<file path="config.mk">
export PLATFORM = sky130hd
export DESIGN_NAME = hazard_forward_ctrl
export DESIGN_NICKNAME = d
export VERILOG_FILES = /design/src/rtl/hazard_forward_ctrl.sv
export SDC_FILE = /design/constraint.sdc
export NUM_CORES = 1
export LEC_CHECK = 0
export CORE_MARGIN = 5
export CORE_UTILIZATION = 41
export DETAILED_ROUTE_END_ITERATION = 12
export GPL_TIMING_DRIVEN = 1
export MAX_ROUTING_LAYER = met4
export PLACE_DENSITY = 0.8
export SLEW_MARGIN = 25
export SYNTH_ARGS = -nofsm -noshare
export SYNTH_HDL_FRONTEND = slang
export SYNTH_SLANG_ARGS = --single-unit
</file>
<file path="constraint.sdc">
create_clock -name clk -period 2.3 [get_ports clk]
set_input_delay 0.345 -clock clk [delete_from_list [all_inputs] [get_ports clk]]
set_output_delay 0.345 -clock clk [all_outputs]
set_load 0.005 [all_outputs]
</file>
<file path="src/rtl/hazard_forward_ctrl.sv">
// rtl/hazard_forward_ctrl.sv - load-use stall and registered EX operand forwarding selects
module hazard_forward_ctrl #(
    parameter int REG_ADDR_W = 5,
    parameter int CNT_W      = 32
) (
    input  logic                  clk,
    input  logic                  rst_n,
    input  logic                  id_valid,
    input  logic [REG_ADDR_W-1:0] id_rs1,
    input  logic [REG_ADDR_W-1:0] id_rs2,
    input  logic                  id_use_rs1,
    input  logic                  id_use_rs2,
    input  logic [REG_ADDR_W-1:0] id_rd,
    input  logic                  id_regwrite,
    input  logic                  id_memread,
    input  logic                  flush,
    output logic [1:0]            forward_a,
    output logic [1:0]            forward_b,
    output logic                  stall,
    output logic [CNT_W-1:0]      stall_count
);

    localparam logic [1:0] SEL_RF     = 2'b00;
    localparam logic [1:0] SEL_EX_MEM = 2'b10;
    localparam logic [1:0] SEL_MEM_WB = 2'b01;

    // EX and MEM tracking entries. The WB entry is not kept: a producer is
    // only ever forwarded from while it sits in EX or MEM at the ID->EX
    // transfer, and once it reaches WB the register file supplies its value.
    logic                  ex_valid;
    logic                  ex_regwrite;
    logic                  ex_memread;
    logic [REG_ADDR_W-1:0] ex_rd;
    logic                  mem_valid;
    logic                  mem_regwrite;
    logic [REG_ADDR_W-1:0] mem_rd;

    logic                  ex_is_load;
    logic                  load_use;
    logic [1:0]            next_fwd_a;
    logic [1:0]            next_fwd_b;

    // A stage writes r when it holds a live register-writing instruction
    // targeting r; x0 is never treated as a producer.
    function automatic logic stage_writes(
        input logic                  v,
        input logic                  rw,
        input logic [REG_ADDR_W-1:0] rd,
        input logic [REG_ADDR_W-1:0] r
    );
        return v & rw & (rd == r) & (r != '0);
    endfunction

    // Nearest producer wins: the EX entry will be in MEM (EX/MEM result)
    // when the consumer reaches EX, the MEM entry will be in WB.
    function automatic logic [1:0] pick_sel(
        input logic                  used,
        input logic [REG_ADDR_W-1:0] r
    );
        logic [1:0] sel;
        sel = SEL_RF;
        if (used) begin
            if (stage_writes(ex_valid, ex_regwrite, ex_rd, r)) begin
                sel = SEL_EX_MEM;
            end else if (stage_writes(mem_valid, mem_regwrite, mem_rd, r)) begin
                sel = SEL_MEM_WB;
            end
        end
        return sel;
    endfunction

    // Load-use detection against the load currently in EX; flush masks it.
    always_comb begin
        ex_is_load = ex_valid & ex_memread & ex_regwrite & (ex_rd != '0);
        load_use   = ((id_use_rs1 & (id_rs1 == ex_rd)) |
                      (id_use_rs2 & (id_rs2 == ex_rd)));
        stall      = id_valid & ~flush & ex_is_load & load_use;
    end

    // Next forwarding selects; a bubble entering EX needs no forwarding.
    always_comb begin
        next_fwd_a = SEL_RF;
        next_fwd_b = SEL_RF;
        if (id_valid && !flush && !stall) begin
            next_fwd_a = pick_sel(id_use_rs1, id_rs1);
            next_fwd_b = pick_sel(id_use_rs2, id_rs2);
        end
    end

    // Advance the tracking pipeline; flush or stall inserts a bubble into EX.
    always_ff @(posedge clk or negedge rst_n) begin
        if (!rst_n) begin
            ex_valid     <= 1'b0;
            ex_regwrite  <= 1'b0;
            ex_memread   <= 1'b0;
            ex_rd        <= '0;
            mem_valid    <= 1'b0;
            mem_regwrite <= 1'b0;
            mem_rd       <= '0;
        end else begin
            mem_valid    <= ex_valid;
            mem_regwrite <= ex_regwrite;
            mem_rd       <= ex_rd;
            if (flush || stall) begin
                ex_valid <= 1'b0;
            end else begin
                ex_valid <= id_valid;
            end
            ex_regwrite <= id_regwrite;
            ex_memread  <= id_memread;
            ex_rd       <= id_rd;
        end
    end

    // Registered forwarding selects, valid while the consumer occupies EX.
    always_ff @(posedge clk or negedge rst_n) begin
        if (!rst_n) begin
            forward_a <= SEL_RF;
            forward_b <= SEL_RF;
        end else begin
            forward_a <= next_fwd_a;
            forward_b <= next_fwd_b;
        end
    end

    // Saturating count of stall cycles.
    always_ff @(posedge clk or negedge rst_n) begin
        if (!rst_n) begin
            stall_count <= '0;
        end else if (stall && (stall_count != '1)) begin
            stall_count <= stall_count + 1'b1;
        end
    end

endmodule

</file>
* Word level (Yosys, flattened, before mapping)
Index checks and enable logic that the tools add are counted.
** Word-level totals
- Register bits after elaboration :: 51
- Bits in latches :: 0
- Memory bits (writable) :: 0
- Memory bits (read-only) :: 0
- Input port bits :: 23
- Output and inout bits :: 37
- Memories kept :: 0
** Operators by class
- Add/subtract/negate cells :: 1
- $mul :: 0
- Div/mod/pow operators :: 0
- Order comparisons :: 0
- Equality and inequality tests :: 7
- Shifts and indexed selects :: 0
- Muxes and demuxes :: 9
- Bitwise gates (word level) :: 20
- Reduce and logical (&&, ||, !) cells :: 9
** Operators with widths (number)
- adder 32 x 1 -> 32 bit (second input constant) :: 1
- inequality test 32 bit (second input constant) :: 1
- equality test 5 bit :: 6
- bitwise AND 1 bit :: 18
- nonzero test 5 bit :: 3
- 2-to-1 mux 2 bit :: 6
- logical AND 1 bit :: 3
- 2-to-1 mux 1 bit :: 3
- logical NOT 1 bit :: 2
- logical OR 1 bit :: 1
- inverter 1 bit :: 1
- bitwise OR 1 bit :: 1

* Depth between registers and ports, before layout
- Word-level depth :: 8
- Mapped depth :: 9

* Worst setup path before layout
Ideal clock, no wire load.
- Path kind :: flip-flop to flip-flop
- Start :: register ex_rd[1]
- End :: register stall_count[31]
- Setup time :: 127 ps
- Data arrival time :: 1976 ps
- Data required time :: 2173 ps
- Path slack :: 197 ps
- Cell stages (with the launch flop) :: 8
- Buffers on the path :: 1
- Clock period less this slack :: 2103 ps
- Cells stage by stage :: dfrtp_1 > or4_1 > o211ai_1 > nor4_1 > or2_1 > buf_2 > nand4_1 > mux2_1
** On the way
- Word-level cells in the longest chain between the ends :: 5
- Elaborated cells between the ends (all ways) :: 10
- Those cells by class :: 2 x eq/ne; 6 x bitwise; 2 x reduce/logical
** Ends and longest elaborated chain
- from (decl) :: line 33 : logic [REG_ADDR_W-1:0] ex_rd;
- from (signal assigned) :: line 111 : ex_rd <= id_rd;
- equality test 5 bit, or another cell as far along :: line 75 : load_use = ((id_use_rs1 & (id_rs1 == ex_rd)) |
- bitwise AND 1 bit, on equally long branches :: line 75, 74, 76
- bitwise OR 1 bit / bitwise AND 1 bit (equally long branches) :: line 75, 77
- bitwise AND 1 bit * :: line 77 : stall = id_valid & ~flush & ex_is_load & load_use;
- net stall :: line 19 : output logic stall,
- logical AND 1 bit * :: line 130 : end else if (stall && (stall_count != '1)) begin
- to (signal assigned) :: line 131 : stall_count <= stall_count + 1'b1;
- to (decl) :: line 20 : output logic [CNT_W-1:0] stall_count
The timed path passes the listed nets; every way through them passes the cells marked *.
A chain may end at the register's enable or synchronous reset.

* Final worst setup path
- Start :: register ex_rd[1]
- End :: output stall
** On the way
- Word-level cells in the longest chain between the ends :: 4
- Elaborated cells between the ends (all ways) :: 9
- Those cells by class :: 2 x eq/ne; 6 x bitwise; 1 x reduce/logical
** Ends and longest elaborated chain (line)
- equality test 5 bit, or another cell as far along :: 75
- bitwise AND 1 bit, on equally long branches :: 75, 74, 76
- bitwise OR 1 bit / bitwise AND 1 bit (equally long branches) :: 75, 77
- bitwise AND 1 bit * :: 77
- to (decl) :: 19
Mark *: on every way between the ends. The rest lies on a longest branch, timed or not.

==> metrics.md <==
| Metric | Value |
|---|---|
| Crit path max-delay cell type | `sky130_fd_sc_hd__or4_4` |
| Area of the multi-input gates | `1070 sq um` |
| Number of antenna violations at the first check in global routing | `0` |
| Critical Path, Cell by Cell | `or4_4 > o211ai_1 > nor4_2 > or2_1 > buf_2` |
| First-pass iteration count of the detailed router | `4` |
| Floorplan die width | `86.3 microns` |
| Wirelength, routed | `5380 microns` |
| Via count of the first global-routing pass | `1971` |
| Max-slew headroom at the worst pin | `57.0%` |
| Cell type with the highest aggregate area in the netlist | `sky130_fd_sc_hd__dfrtp_1` |
| Fraction of synthesized cell area taken by the top area cell type | `53.5%` |
| Routed wirelength normalized by instance count | `14.6 microns` |
| Reg2reg setup slack | `110 ps` |
| Die area | `7440 sq um` |
| Tcrit/Tclk final | `96.2%` |
| Gr ovfl total | `0` |
| Clock tree sinks | `51` |
| Sequential cell area | `1280 sq um` |
| Status | `completed` |
| TritonCTS clock tree | `done` |
| Power density cells | `491 nW/um^2` |
| Insertion delay to the later sink of the worst-skew pair | `290 ps` |
| Clock slew at the register clock pins of the worst setup and hold paths | `80 ps` |
| Synthesized netlist net count | `232` |
| NumNets Final | `320` |
| Mapped Area | `2380 sq um` |
| Leading cell types by total area after synthesis | `sky130_fd_sc_hd__dfrtp_1 (54%), sky130_fd_sc_hd__xnor2_1 (14%), sky130_fd_sc_hd__nand4_1 (5.5%)` |
| Worst Clk Skew | `2.80 ps` |
| Pins over their slew limit | `0` |
| Most instantiated flip-flop cell in the synthesis netlist | `sky130_fd_sc_hd__dfrtp_1` |
| Fraction of layout cells with a size suffix above 1 | `13.9%` |
| Post-route minimum period | `2210 ps` |
| I/O Buffers | `59` |
| ANT nets after route | `0` |
| Worst setup slack before clock tree synthesis | `-230 ps` |
| Top fanout value on the critical path | `3` |
| Slew at the pin closest to its max-slew limit | `646 ps` |
| Post-layout instance count excluding filler cells | `368` |
| Top cell family by delay on the critical path | `simple AND/OR/NAND/NOR gates` |
| DR vias | `1901` |
| CP Class | `reg -> out` |
| Largest net degree at the start of global routing | `29` |
| Count of standard-cell rows | `27` |
| Max Clock Freq | `0.452 GHz` |
| Synth warnings | `0` |
| Worst setup SP type | `flip-flop` |
| Async set or reset register ratio after synthesis | `100%` |
| Netlist cell types | `31` |
| Setup repair after global routing missed its margin | `yes` |
| Utilization after layout | `60.2%` |
| Antenna diode count | `0` |
| Critical path arrival | `1870 ps` |
| Clock root buffer master | `sky130_fd_sc_hd__clkbuf_8` |
| Boundary Pins | `60` |
| Final hold slack | `67.3 ps` |
| Most numerous cell in the Yosys netlist | `sky130_fd_sc_hd__dfrtp_1` |
| Leak Pwr | `0.00140 uW` |
| CTS H-tree depth | `2` |
| CTS Buf Count | `5` |
| Total global-route track usage | `16.2%` |
| Synthesis-to-finish area growth | `40.7%` |
| Slowest cell delay on critical path | `560 ps` |
| Reported max-cap violation count | `0` |
| Final number of setup-violating endpoints | `0` |
| Final Hold Vio Count | `0` |
| Maximum root-to-sink buffer count | `2` |
| Sequential element share of the synthesized area | `53.5%` |
| Syn Inst Count | `208` |
| Global-route wire length before repair | `9450 microns` |
| FF+latch count, synth | `51` |
| Count of filler cells inserted in the layout | `454` |
| Instance count after placement with tap cells included | `361` |
| Worst vdd ir | `273 uV` |
| Hold buffer count at CTS | `0` |
| Fin worst setup slack | `87.1 ps` |
| Path type of the worst min-delay path | `in -> async` |
| Final RePlAce weighted congestion | `0.897` |
| Critical path capture point type | `output port` |
| Number of synthesized flops with an enable pin | `0` |
| Required time at the endpoint of the critical path | `1960 ps` |
| Final HPWL DP | `4190 microns` |
| Mean instance size in the synthesized netlist | `11.5 sq um` |
| Core region area | `5570 sq um` |
| Post-CTS Setup Inserts | `0` |
| Violation count after the first detailed-route iteration | `104` |
| Top cells by instance count after synthesis | `sky130_fd_sc_hd__dfrtp_1 (51), sky130_fd_sc_hd__xnor2_1 (38), sky130_fd_sc_hd__nand4_1 (21)` |
| Effective utilization at floorplan | `42.8%` |
| Die H | `86.3 microns` |
| Detailed-route DRC error count | `0` |
| CP Buf/Inv Count | `1` |
| Setup Total Neg Slack | `0 ps` |
| Post-detailed-route via-to-cell ratio | `5.17` |
[final timing paths]
check	start	endpoint	depth (start not counted)
hold / removal	rst_n	ex_rd[0]	1
setup / recovery	ex_rd[1]	stall	5
setup reg to reg	ex_rd[1]	stall_count[26]	8
hold reg to reg	ex_regwrite	mem_regwrite	0
min in group clk	ex_regwrite	mem_regwrite	0
max in group asynchronous	rst_n	forward_b[1]	2
[cell usage in the layout (no fill, tap or decap), types with 5 or more instances in the layout]
cell type	synthesis	final
sky130_fd_sc_hd__and3_1	5	5
sky130_fd_sc_hd__buf_4	0	24
sky130_fd_sc_hd__clkbuf_8	0	5
sky130_fd_sc_hd__clkdlybuf4s50_1	0	57
sky130_fd_sc_hd__dfrtp_1	51	51
sky130_fd_sc_hd__nand2_1	14	14
sky130_fd_sc_hd__nand3_1	11	10
sky130_fd_sc_hd__nand4_1	21	21
sky130_fd_sc_hd__nor2_1	8	8
sky130_fd_sc_hd__nor3_1	5	5
sky130_fd_sc_hd__nor4_1	8	7
sky130_fd_sc_hd__xnor2_1	38	38
sky130_fd_sc_hd__xor2_1	11	11
[stage by stage]
stage | power [uW] | instance area [sq um]
2_1_floorplan | 977 | 2380
3_3_place_gp | 1070 | 3240
3_5_place_dp | 1080 | 3240
4_1_cts | 1670 | 3350
5_1_grt | 1720 | 3350
6_report | 1650 | 3350
[cells by family after synthesis]
| kind of cell | Yosys count | synth area share, % |
|---|---|---|
| simple gates | 90 | 22.4 |
| mux | 3 | 1.36 |
| flops | 51 | 53.5 |
| fa+ha+maj | 1 | 0.525 |
| compound gates | 7 | 2.10 |
| buf+inv | 7 | 2.10 |
| xor+xnor | 49 | 18.0 |
[final cells by class]
class | count | area share [%]
clock buffer | 6 | 2.16
multi-input combinational | 150 | 32.0
clock inverter | 1 | 0.895
sequential | 51 | 38.0
tap | 72 | 2.69
inverter | 3 | 0.336
timing repair buffer | 85 | 23.9
[state kept, by name (all words and copies together), names as in the netlist, 2 cells and up]
| register | cells |
|---|---|
| stall_count | 32 |
| ex_rd | 5 |
| mem_rd | 5 |
| forward_a | 2 |
| forward_b | 2 |
[repair_timing]
item                                    in CTS  in global routing
endpoints found under the setup margin       1                  4
gates resized for setup                      6                  1
pin swaps                                    3                  4
[power breakdown]
part	internal [uW]	switching [uW]	leakage, uW	total, uW
combinational	79.2	57.3	0.000678	136
clock	319	271	0.0000513	590
sequential	910	12.2	0.000670	922
[routing by layer]
metal  vias to the layer above  global-route usage [%]  share of wire (%)
li1                        920                       -                  -
met1                       922                    20.6                 44
met2                        47                    25.9                 50
met3                        12                    3.61                3.8
met4                         0                    5.52                1.9
met5                         -                       -                  0
Note: power is estimated with default switching activity, not from simulation.
